<file path="config.mk">
export PLATFORM = sky130hd
export DESIGN_NAME = f_fetch_unit
export DESIGN_NICKNAME = d
export VERILOG_FILES = /design/src/rtl/f_fetch_unit_pkg.sv /design/src/rtl/f_fetch_unit_npc_sel.sv /design/src/rtl/f_fetch_unit.sv
export SDC_FILE = /design/constraint.sdc
export NUM_CORES = 1
export LEC_CHECK = 0
export CORE_UTILIZATION = 39
export DETAILED_ROUTE_END_ITERATION = 16
export PLACE_DENSITY = 0.9
export SYNTH_ARGS = -nofsm -noshare
export SYNTH_HDL_FRONTEND = slang
export SYNTH_HIERARCHICAL = 1
export SYNTH_SLANG_ARGS = --single-unit
</file>
<file path="constraint.sdc">
create_clock -name clk -period 3.4 [get_ports clk]
set_input_delay 0.85 -clock clk [delete_from_list [all_inputs] [get_ports clk]]
set_output_delay 0.85 -clock clk [all_outputs]
set_load 0.01 [all_outputs]
</file>
<file path="src/rtl/f_fetch_unit_pkg.sv">
// Shared CPU definitions: exception codes, fixed PC addresses and instruction-memory bounds.
package cpu_defs;

  typedef enum logic [4:0] {
    EXC_NONE = 5'd0,
    EXC_ADEL = 5'd4,
    EXC_ADES = 5'd5,
    EXC_RI   = 5'd10,
    EXC_OV   = 5'd12
  } exc_code_t;

  localparam logic [31:0] PC_RESET_ADDR  = 32'h0000_3000;
  localparam logic [31:0] EXC_ENTRY_ADDR = 32'h0000_4180;
  localparam logic [31:0] IM_BASE_ADDR   = 32'h0000_3000;
  localparam logic [31:0] IM_LIMIT_ADDR  = 32'h0000_6FFC;

  typedef enum logic [2:0] {
    NPC_EXC,
    NPC_ERET,
    NPC_HOLD,
    NPC_BRANCH,
    NPC_SEQ
  } npc_src_t;

endpackage

</file>
<file path="src/rtl/f_fetch_unit_npc_sel.sv">
// Next-PC priority mux: exception > eret > stall > branch/jump > sequential.
module f_npc_sel
  import cpu_defs::*;
#(
  parameter logic [31:0] EXC_ENTRY = EXC_ENTRY_ADDR
) (
  input  logic [31:0] pc,
  input  logic        f_we,
  input  logic        npc_sel,
  input  logic [31:0] npc_target,
  input  logic        exc_req,
  input  logic        eret,
  input  logic [31:0] cp0_epc,
  output logic [31:0] npc
);

  npc_src_t src;

  always_comb begin
    src = NPC_SEQ;
    if (exc_req)      src = NPC_EXC;
    else if (eret)    src = NPC_ERET;
    else if (!f_we)   src = NPC_HOLD;
    else if (npc_sel) src = NPC_BRANCH;
  end

  always_comb begin
    npc = pc + 32'd4;
    unique case (src)
      NPC_EXC:    npc = EXC_ENTRY;
      NPC_ERET:   npc = cp0_epc;
      NPC_HOLD:   npc = pc;
      NPC_BRANCH: npc = npc_target;
      default:    npc = pc + 32'd4;
    endcase
  end

endmodule

</file>
<file path="src/rtl/f_fetch_unit.sv">
// F stage of the P7 MIPS core: PC register, AdEL fetch check and F->D outputs.
// Optional performance counters enabled by defining FETCH_PERF_CNT_EN.
module f_fetch_unit
  import cpu_defs::*;
#(
  parameter logic [31:0] PC_RESET  = PC_RESET_ADDR,
  parameter logic [31:0] EXC_ENTRY = EXC_ENTRY_ADDR,
  parameter logic [31:0] IM_BASE   = IM_BASE_ADDR,
  parameter logic [31:0] IM_LIMIT  = IM_LIMIT_ADDR
) (
  input  logic        clk,
  input  logic        res,
  input  logic        F_WE,
  input  logic        npc_sel,
  input  logic [31:0] npc_target,
  input  logic        D_is_jump,
  input  logic        exc_req,
  input  logic        eret,
  input  logic [31:0] cp0_epc,
  output logic [31:0] i_inst_addr,
  input  logic [31:0] i_inst_rdata,
  output logic [31:0] F_command,
  output logic [31:0] F_PC,
  output logic [31:0] F_EPC,
  output logic [4:0]  F_exc,
`ifdef FETCH_PERF_CNT_EN
  output logic [31:0] F_fetch_cnt,
  output logic [31:0] F_stall_cnt,
`endif
  output logic        F_BD
);

  logic [31:0] pc;
  logic [31:0] npc;
  logic        adel;

  f_npc_sel #(
    .EXC_ENTRY(EXC_ENTRY)
  ) u_npc_sel (
    .pc        (pc),
    .f_we      (F_WE),
    .npc_sel   (npc_sel),
    .npc_target(npc_target),
    .exc_req   (exc_req),
    .eret      (eret),
    .cp0_epc   (cp0_epc),
    .npc       (npc)
  );

  always_ff @(posedge clk) begin
    if (res) pc <= PC_RESET;
    else     pc <= npc;
  end

  // Illegal targets are accepted into the PC; the fault surfaces here on fetch.
  always_comb begin
    adel = (pc[1:0] != 2'b00) || (pc < IM_BASE) || (pc > IM_LIMIT);
  end

  always_comb begin
    i_inst_addr = pc;
    F_PC        = pc;
    F_BD        = D_is_jump;
    F_EPC       = D_is_jump ? (pc - 32'd4) : pc;
    F_exc       = adel ? EXC_ADEL : EXC_NONE;
    F_command   = adel ? '0 : i_inst_rdata;
  end

`ifdef FETCH_PERF_CNT_EN
  logic stall_hit;

  always_comb begin
    stall_hit = !F_WE && !exc_req && !eret;
  end

  always_ff @(posedge clk) begin
    if (res) begin
      F_fetch_cnt <= '0;
      F_stall_cnt <= '0;
    end else begin
      if (npc != pc) F_fetch_cnt <= F_fetch_cnt + 32'd1;
      if (stall_hit) F_stall_cnt <= F_stall_cnt + 32'd1;
    end
  end
`endif

endmodule

</file>
==> impl_metrics.json, run 1 <==
{
  "max-cap-violations": 0,
  "ir_drop_mv": 0.145,
  "hpwl_mm": 11.3,
  "worst-path-buf-inv": 1,
  "switching_power_w": 0.000474,
  "grt_pass1_wl_mm": 22.4,
  "core.rowCount": 34,
  "timing_worst_setup_path_type": "register to primary output",
  "post-route-period-util_pct": 96.8,
  "gp_congestion": 0.951,
  "cts.clk_slew.worst_paths_ps": 70,
  "cts_made_buffers": 5,
  "root_buffer": "clkbuf_8",
  "rsz0062_at_grt": "true",
  "cts_tree": "done",
  "ys_types": 60,
  "netlist.area_leader.share_pct": 17.5,
  "ys.flop_type": "dfxtp_1",
  "pwr-share-seq_pct": 30.1,
  "gr-usage-all-layers_pct": 28.7,
  "layout.cells.non_filler": 807,
  "hp-class": "register to register",
  "swShare_pct": 33.2,
  "yosys_warnings": 6,
  "firstDrtPassIters": 5,
  "clock_path_buffers": 2,
  "grt_start_max_net_pins": 39,
  "start_util_pct": 41.1,
  "path_cells": "ha_1 > nand4_1 > or4_4 > and4_1 > clkdlybuf4s50_1",
  "htreeDepth": 2,
  "die_area_sq_um": 9760,
  "boundaryPins": 237,
  "largest_reg_flops": 32,
  "cp.required_ps": 2550,
  "design.core.area_sq_um": 8890,
  "die_w_microns": 98.8,
  "total_power_w": 0.00143,
  "cts_sinks": 32,
  "drc": 0,
  "via_per_inst": 5.78,
  "cellPowerDensity_nw_per_um2": 229,
  "drt-initial-drc-count": 381,
  "skew_ps": 7.22,
  "crit_arrival_ps": 2440,
  "power.static_leakage_nw": 2.36,
  "synth.ff_latch_count": 32,
  "syn_area_sq_um": 3650,
  "insertion_delay_ps": 290,
  "grt_pass1_vias": 4425,
  "power.internal_w": 0.000952,
  "start_kind": "register",
  "synth_common_cells": "43 x buf_4, 35 x and4_1, 34 x nor2_1",
  "maxClockFrequency_mhz": 304,
  "final_layout_size_suffix_gt1_share_pct": 13.2,
  "clkPwrFrac_pct": 21.1,
  "critical_path.max_fanout": 33,
  "finalCriticalPeriod_ps": 3290,
  "status": "completed",
  "syn_avg_cell_area_sq_um": 7.55,
  "hold_viol": 0,
  "crit_family": "simple AND/OR/NAND/NOR gates",
  "setup_viol": 0,
  "max_stage_delay_ps": 600,
  "slew_viol_final": 0,
  "layout.nets": 804,
  "grt_overflow": 0,
  "slew_headroom_pct": 54.6,
  "finalHoldWorstSlack_ps": 706,
  "combPwrFrac_pct": 48.8,
  "area_growth_pct": 70.0,
  "netlist.top_cell.by_area": "dfxtp_1",
  "num_vias": 4668,
  "drt.antenna.violating_nets": 0,
  "syn_inst": 484,
  "async_flop_share_pct": 0,
  "cp_slowest_cell": "or4_4",
  "dp_cells": 796,
  "synth-edff-count": 0,
  "antenna_found_initial": 0,
  "final_util_pct": 69.9,
  "antennaDiodeCount": 0,
  "worstMarginPinSlew_ps": 675,
  "endpoint_kind": "primary output",
  "yosys-top-cells-area": "dfxtp_1 18%, buf_4 8.8%, and4_1 8.4%, xnor2_1 6.7%, nor2b_1 5.5%",
  "port_buffers": 232,
  "die_y_microns": 98.8,
  "wl_per_cell_microns": 18.1,
  "ys_seq_area_share_pct": 17.5,
  "synth.most_common_cell": "buf_4",
  "routed_wl_mm": 14.6
}
==> path summary, 6_finish.rpt <==
check | startpoint | to | slack, ps | depth (start not counted)
max | F_PC[2]$_SDFF_PP0_ | F_command[11] | 110 | 5
max reg2reg | F_PC[13]$_SDFF_PP1_ | F_PC[29]$_SDFF_PP0_ | 760 | 7
min reg2reg | F_PC[9]$_SDFF_PP0_ | F_PC[9]$_SDFF_PP0_ | 710 | 3
min | F_PC[9]$_SDFF_PP0_ | F_PC[9]$_SDFF_PP0_ | 710 | 3
==> what timing repair did <==
action | CTS | global route
hold buffers | 0 | 0
pin swaps | 1 | 4
endpoints found under the hold margin | 0 | 0
endpoints found under the setup margin | 31 | 46
buffers inserted | 2 | 1
resized for setup | 42 | 11
==> per-layer routing <==
layer | track usage, % | share of wire [%]
met4 | 12.9 | 3.2
met5 | 0 | 0
met3 | 5.74 | 8.3
met2 | 50.0 | 49
met1 | 34.1 | 39
==> cells in the final DEF (no fill, tap or decap), types with 18 or more instances in the layout <==
master	instances
a21oi_1	26
and4_1	35
buf_4	47
clkdlybuf4s50_1	204
dfxtp_1	27
dlygate4sd2_1	25
nand2_1	26
nor2_1	34
nor2b_1	32
o21ai_0	18
xnor2_1	27
==> area by class of cell <==
cell class / count / area [sq um]
fill: 702 / 2680
timing repair buffer: 281 / 2680
clock buffer: 8 / 90.1
inverter: 6 / 22.5
tap: 108 / 135
multi-input combinational: 372 / 2640
sequential: 32 / 647
==> worst min-delay path, cell delays in order (launching register included) <==
cell and delay (ps):
dfxtp_2 360, nor2_1 130, a211oi_1 60, nor2b_1 120
==> logic make-up after synthesis <==
| logic type | after synthesis | share of synthesized area [%] |
|---|---|---|
| simple gates | 231 | 40.4 |
| other cells | 1 | 0.103 |
| flops | 32 | 17.5 |
| buf+inv | 83 | 13.5 |
| mux | 2 | 0.548 |
| xor+xnor | 41 | 9.83 |
| compound gates | 91 | 17.2 |
| fa+ha+maj | 3 | 1.03 |
==> per-stage QoR <==
stage	setup slack, ps	setup TNS, ps	area [sq um]
floorplan	603	0	3670
global placement	-296	-4790	6050
detailed placement	-412	-6440	6050
CTS	-63.9	-65.9	6180
global route	1.97	0	6210
finish	108	0	6210
==> power groups by stage <==
stage               logic (W)  registers, W  clock network, W
detailed placement   0.000693      0.000434                 0
finish               0.000696      0.000429          0.000301
global route         0.000742      0.000432          0.000322
global placement     0.000681      0.000432                 0
CTS                  0.000688      0.000426          0.000304
floorplan            0.000298      0.000449                 0
(Power assumes the default switching activity.)
==> run 2, diff against run 1 <==
- CTS_CLUSTER_DIAMETER: default -> 150
==> results of run 2 <==
Same layout as run 1: the final DEF is identical, and so are final timing and power.
==> run 3, diff against run 2 <==
- DONT_BUFFER_PORTS: default -> 1
- PLACE_DENSITY: 0.9 -> 0.57
==> run 3 against run 2 <==
Against the previous run: first-iteration DRC count decreased by 1.0%; power decreased by 23%; flip-flop and latch count unchanged; critical path depth decreased by 1; utilization decreased by 28 points; largest cell class is now multi-input gates.
==> impl_metrics.json, run 3 (same netlist as run 1, synthesis figures left out) <==
{
  "die_y_microns": 98.8,
  "start_kind": "register",
  "critical_path.max_fanout": 33,
  "cts.clk_slew.worst_paths_ps": 70,
  "core.rowCount": 34,
  "num_vias": 3630,
  "htreeDepth": 2,
  "cts_sinks": 32,
  "layout.nets": 556,
  "crit_arrival_ps": 2290,
  "gr-usage-all-layers_pct": 25.4,
  "grt_overflow": 0,
  "hpwl_mm": 9.68,
  "worstMarginPinSlew_ps": 804,
  "rsz0062_at_grt": "false",
  "status": "completed",
  "total_power_w": 0.00109,
  "ir_drop_mv": 0.138,
  "r2r_start": "F_PC[15]$_SDFF_PP0_",
  "grt_start_max_net_pins": 34,
  "grt.met1_usage_pct": 32.5,
  "slew_viol_final": 0,
  "skew_ps": 4.09,
  "grt_pass1_wl_mm": 19.2,
  "finalCriticalPeriod_ps": 3140,
  "busiest_layer": "met2",
  "path_cells": "ha_1 > nand4_1 > or4_4 > and4_1",
  "maxClockFrequency_mhz": 318,
  "final_layout_size_suffix_gt1_share_pct": 13.3,
  "root_buffer": "clkbuf_8",
  "port_buffers": 0,
  "crit_family": "simple AND/OR/NAND/NOR gates",
  "cts_setup_buffers": 0,
  "grt_pass1_vias": 3373,
  "switching_power_w": 0.000403,
  "r2r.worst_path.cells": 6,
  "post-route-period-util_pct": 92.4,
  "power.static_leakage_nw": 1.28,
  "clock_path_buffers": 2,
  "max-cap-violations": 0,
  "final.setup.tns_ps": 0,
  "area_growth_pct": 1.75,
  "hold_start": "res",
  "regToRegSetupSlack_ps": 680,
  "drt-initial-drc-count": 377,
  "cp-startpoint": "F_PC[2]$_SDFF_PP0_",
  "cts_made_buffers": 5,
  "layout_commonest_cell": "and4_1",
  "hp-class": "primary input to register",
  "swShare_pct": 36.9,
  "slew_headroom_pct": 45.9,
  "endpoint": "F_command[29]",
  "start_util_pct": 41.1,
  "endpoint_kind": "primary output",
  "power.internal_w": 0.000689,
  "pwr-share-seq_pct": 39.9,
  "cp.required_ps": 2550,
  "wl_per_cell_microns": 22.6,
  "drc": 0,
  "antenna_found_initial": 7,
  "gp_congestion": 0.891,
  "path_depth": 4,
  "routed_wl_mm": 12.8,
  "drt.antenna.violating_nets": 0,
  "hold_viol": 0,
  "clkPwrFrac_pct": 28.4,
  "hold_buffers": 0,
  "cp_slowest_cell": "dfxtp_1",
  "timing.rr.end": "F_PC[29]$_SDFF_PP0_",
  "combPwrFrac_pct": 31.7,
  "max_stage_delay_ps": 710,
  "grtUsageMet3_pct": 4.11,
  "insertion_delay_ps": 280,
  "die_area_sq_um": 9760,
  "largest_reg_flops": 32,
  "design.core.area_sq_um": 8890,
  "timing_worst_setup_path_type": "register to primary output",
  "cts_tree": "done",
  "boundaryPins": 237,
  "grtUsageMet2_pct": 41.6,
  "cts_resized": 0,
  "die_w_microns": 98.8,
  "worst-path-buf-inv": 0,
  "via_per_inst": 6.40,
  "firstDrtPassIters": 6,
  "setup_viol": 0,
  "mostFrequentLayoutCells": "35 x and4_1, 34 x nor2_1, 33 x buf_4",
  "cellPowerDensity_nw_per_um2": 294
}
run 3: changes by cell type in the layout (fill, tap and decap cells not counted), sizes merged:
cell,delta
clkdlybuf4s50,-204
dlygate4sd2,-25
buf,-17
diode,+8
clkbuf,-1
dlymetal6s2s,-1
run 3: worst min path at each step:
stage / endpoint / cells past startpoint / slack, ps
6_report: F_PC[24]$_SDFF_PP0_ / 1 / 630
5_1_grt: F_PC[31]$_SDFF_PP0_ / 1 / 620
2_1_floorplan: F_PC[13]$_SDFF_PP1_ / 2 / 660
3_5_place_dp: F_PC[4]$_SDFF_PP0_ / 3 / 740
4_1_cts: F_PC[29]$_SDFF_PP0_ / 1 / 620
3_3_place_gp: F_PC[4]$_SDFF_PP0_ / 3 / 740
run 3: stage by stage:
| stage | util [%] | worst slack, ps | std cells | hold WS (ps) | instance area, sq um |
|---|---|---|---|---|---|
| after global placement | 40.6 | 435 | 551 | 740 | 3610 |
| after floorplan | - | 603 | 487 | 663 | 3670 |
| after detailed placement | 40.6 | 390 | 551 | 737 | 3610 |
| after global routing | 41.8 | 125 | 567 | 623 | 3720 |
| final | 41.8 | 258 | 567 | 632 | 3720 |
| after CTS | 41.6 | 278 | 559 | 624 | 3700 |
run 3: cell type report:
| cell class | count | area, sq um |
|---|---|---|
| timing repair buffer | 33 | 248 |
| inverter | 6 | 22.5 |
| clock buffer | 8 | 90.1 |
| antenna | 8 | 20.0 |
| fill | 945 | 5170 |
| tap | 108 | 135 |
| multi-input combinational | 372 | 2560 |
| sequential | 32 | 641 |
run 3: power by group through the flow:
stage	logic, W	clock network, W	registers (W)
3_3_place_gp	0.000338	0	0.000444
2_1_floorplan	0.000298	0	0.000449
5_1_grt	0.000378	0.000334	0.000440
4_1_cts	0.000344	0.000316	0.000436
3_5_place_dp	0.000344	0	0.000445
6_report	0.000346	0.000310	0.000436
run 3: layer usage:
metal | vias up | wire length, microns
met1 | 1705 | 5490
met5 | - | 0
li1 | 1700 | -
met2 | 201 | 6010
met3 | 24 | 893
met4 | 0 | 438
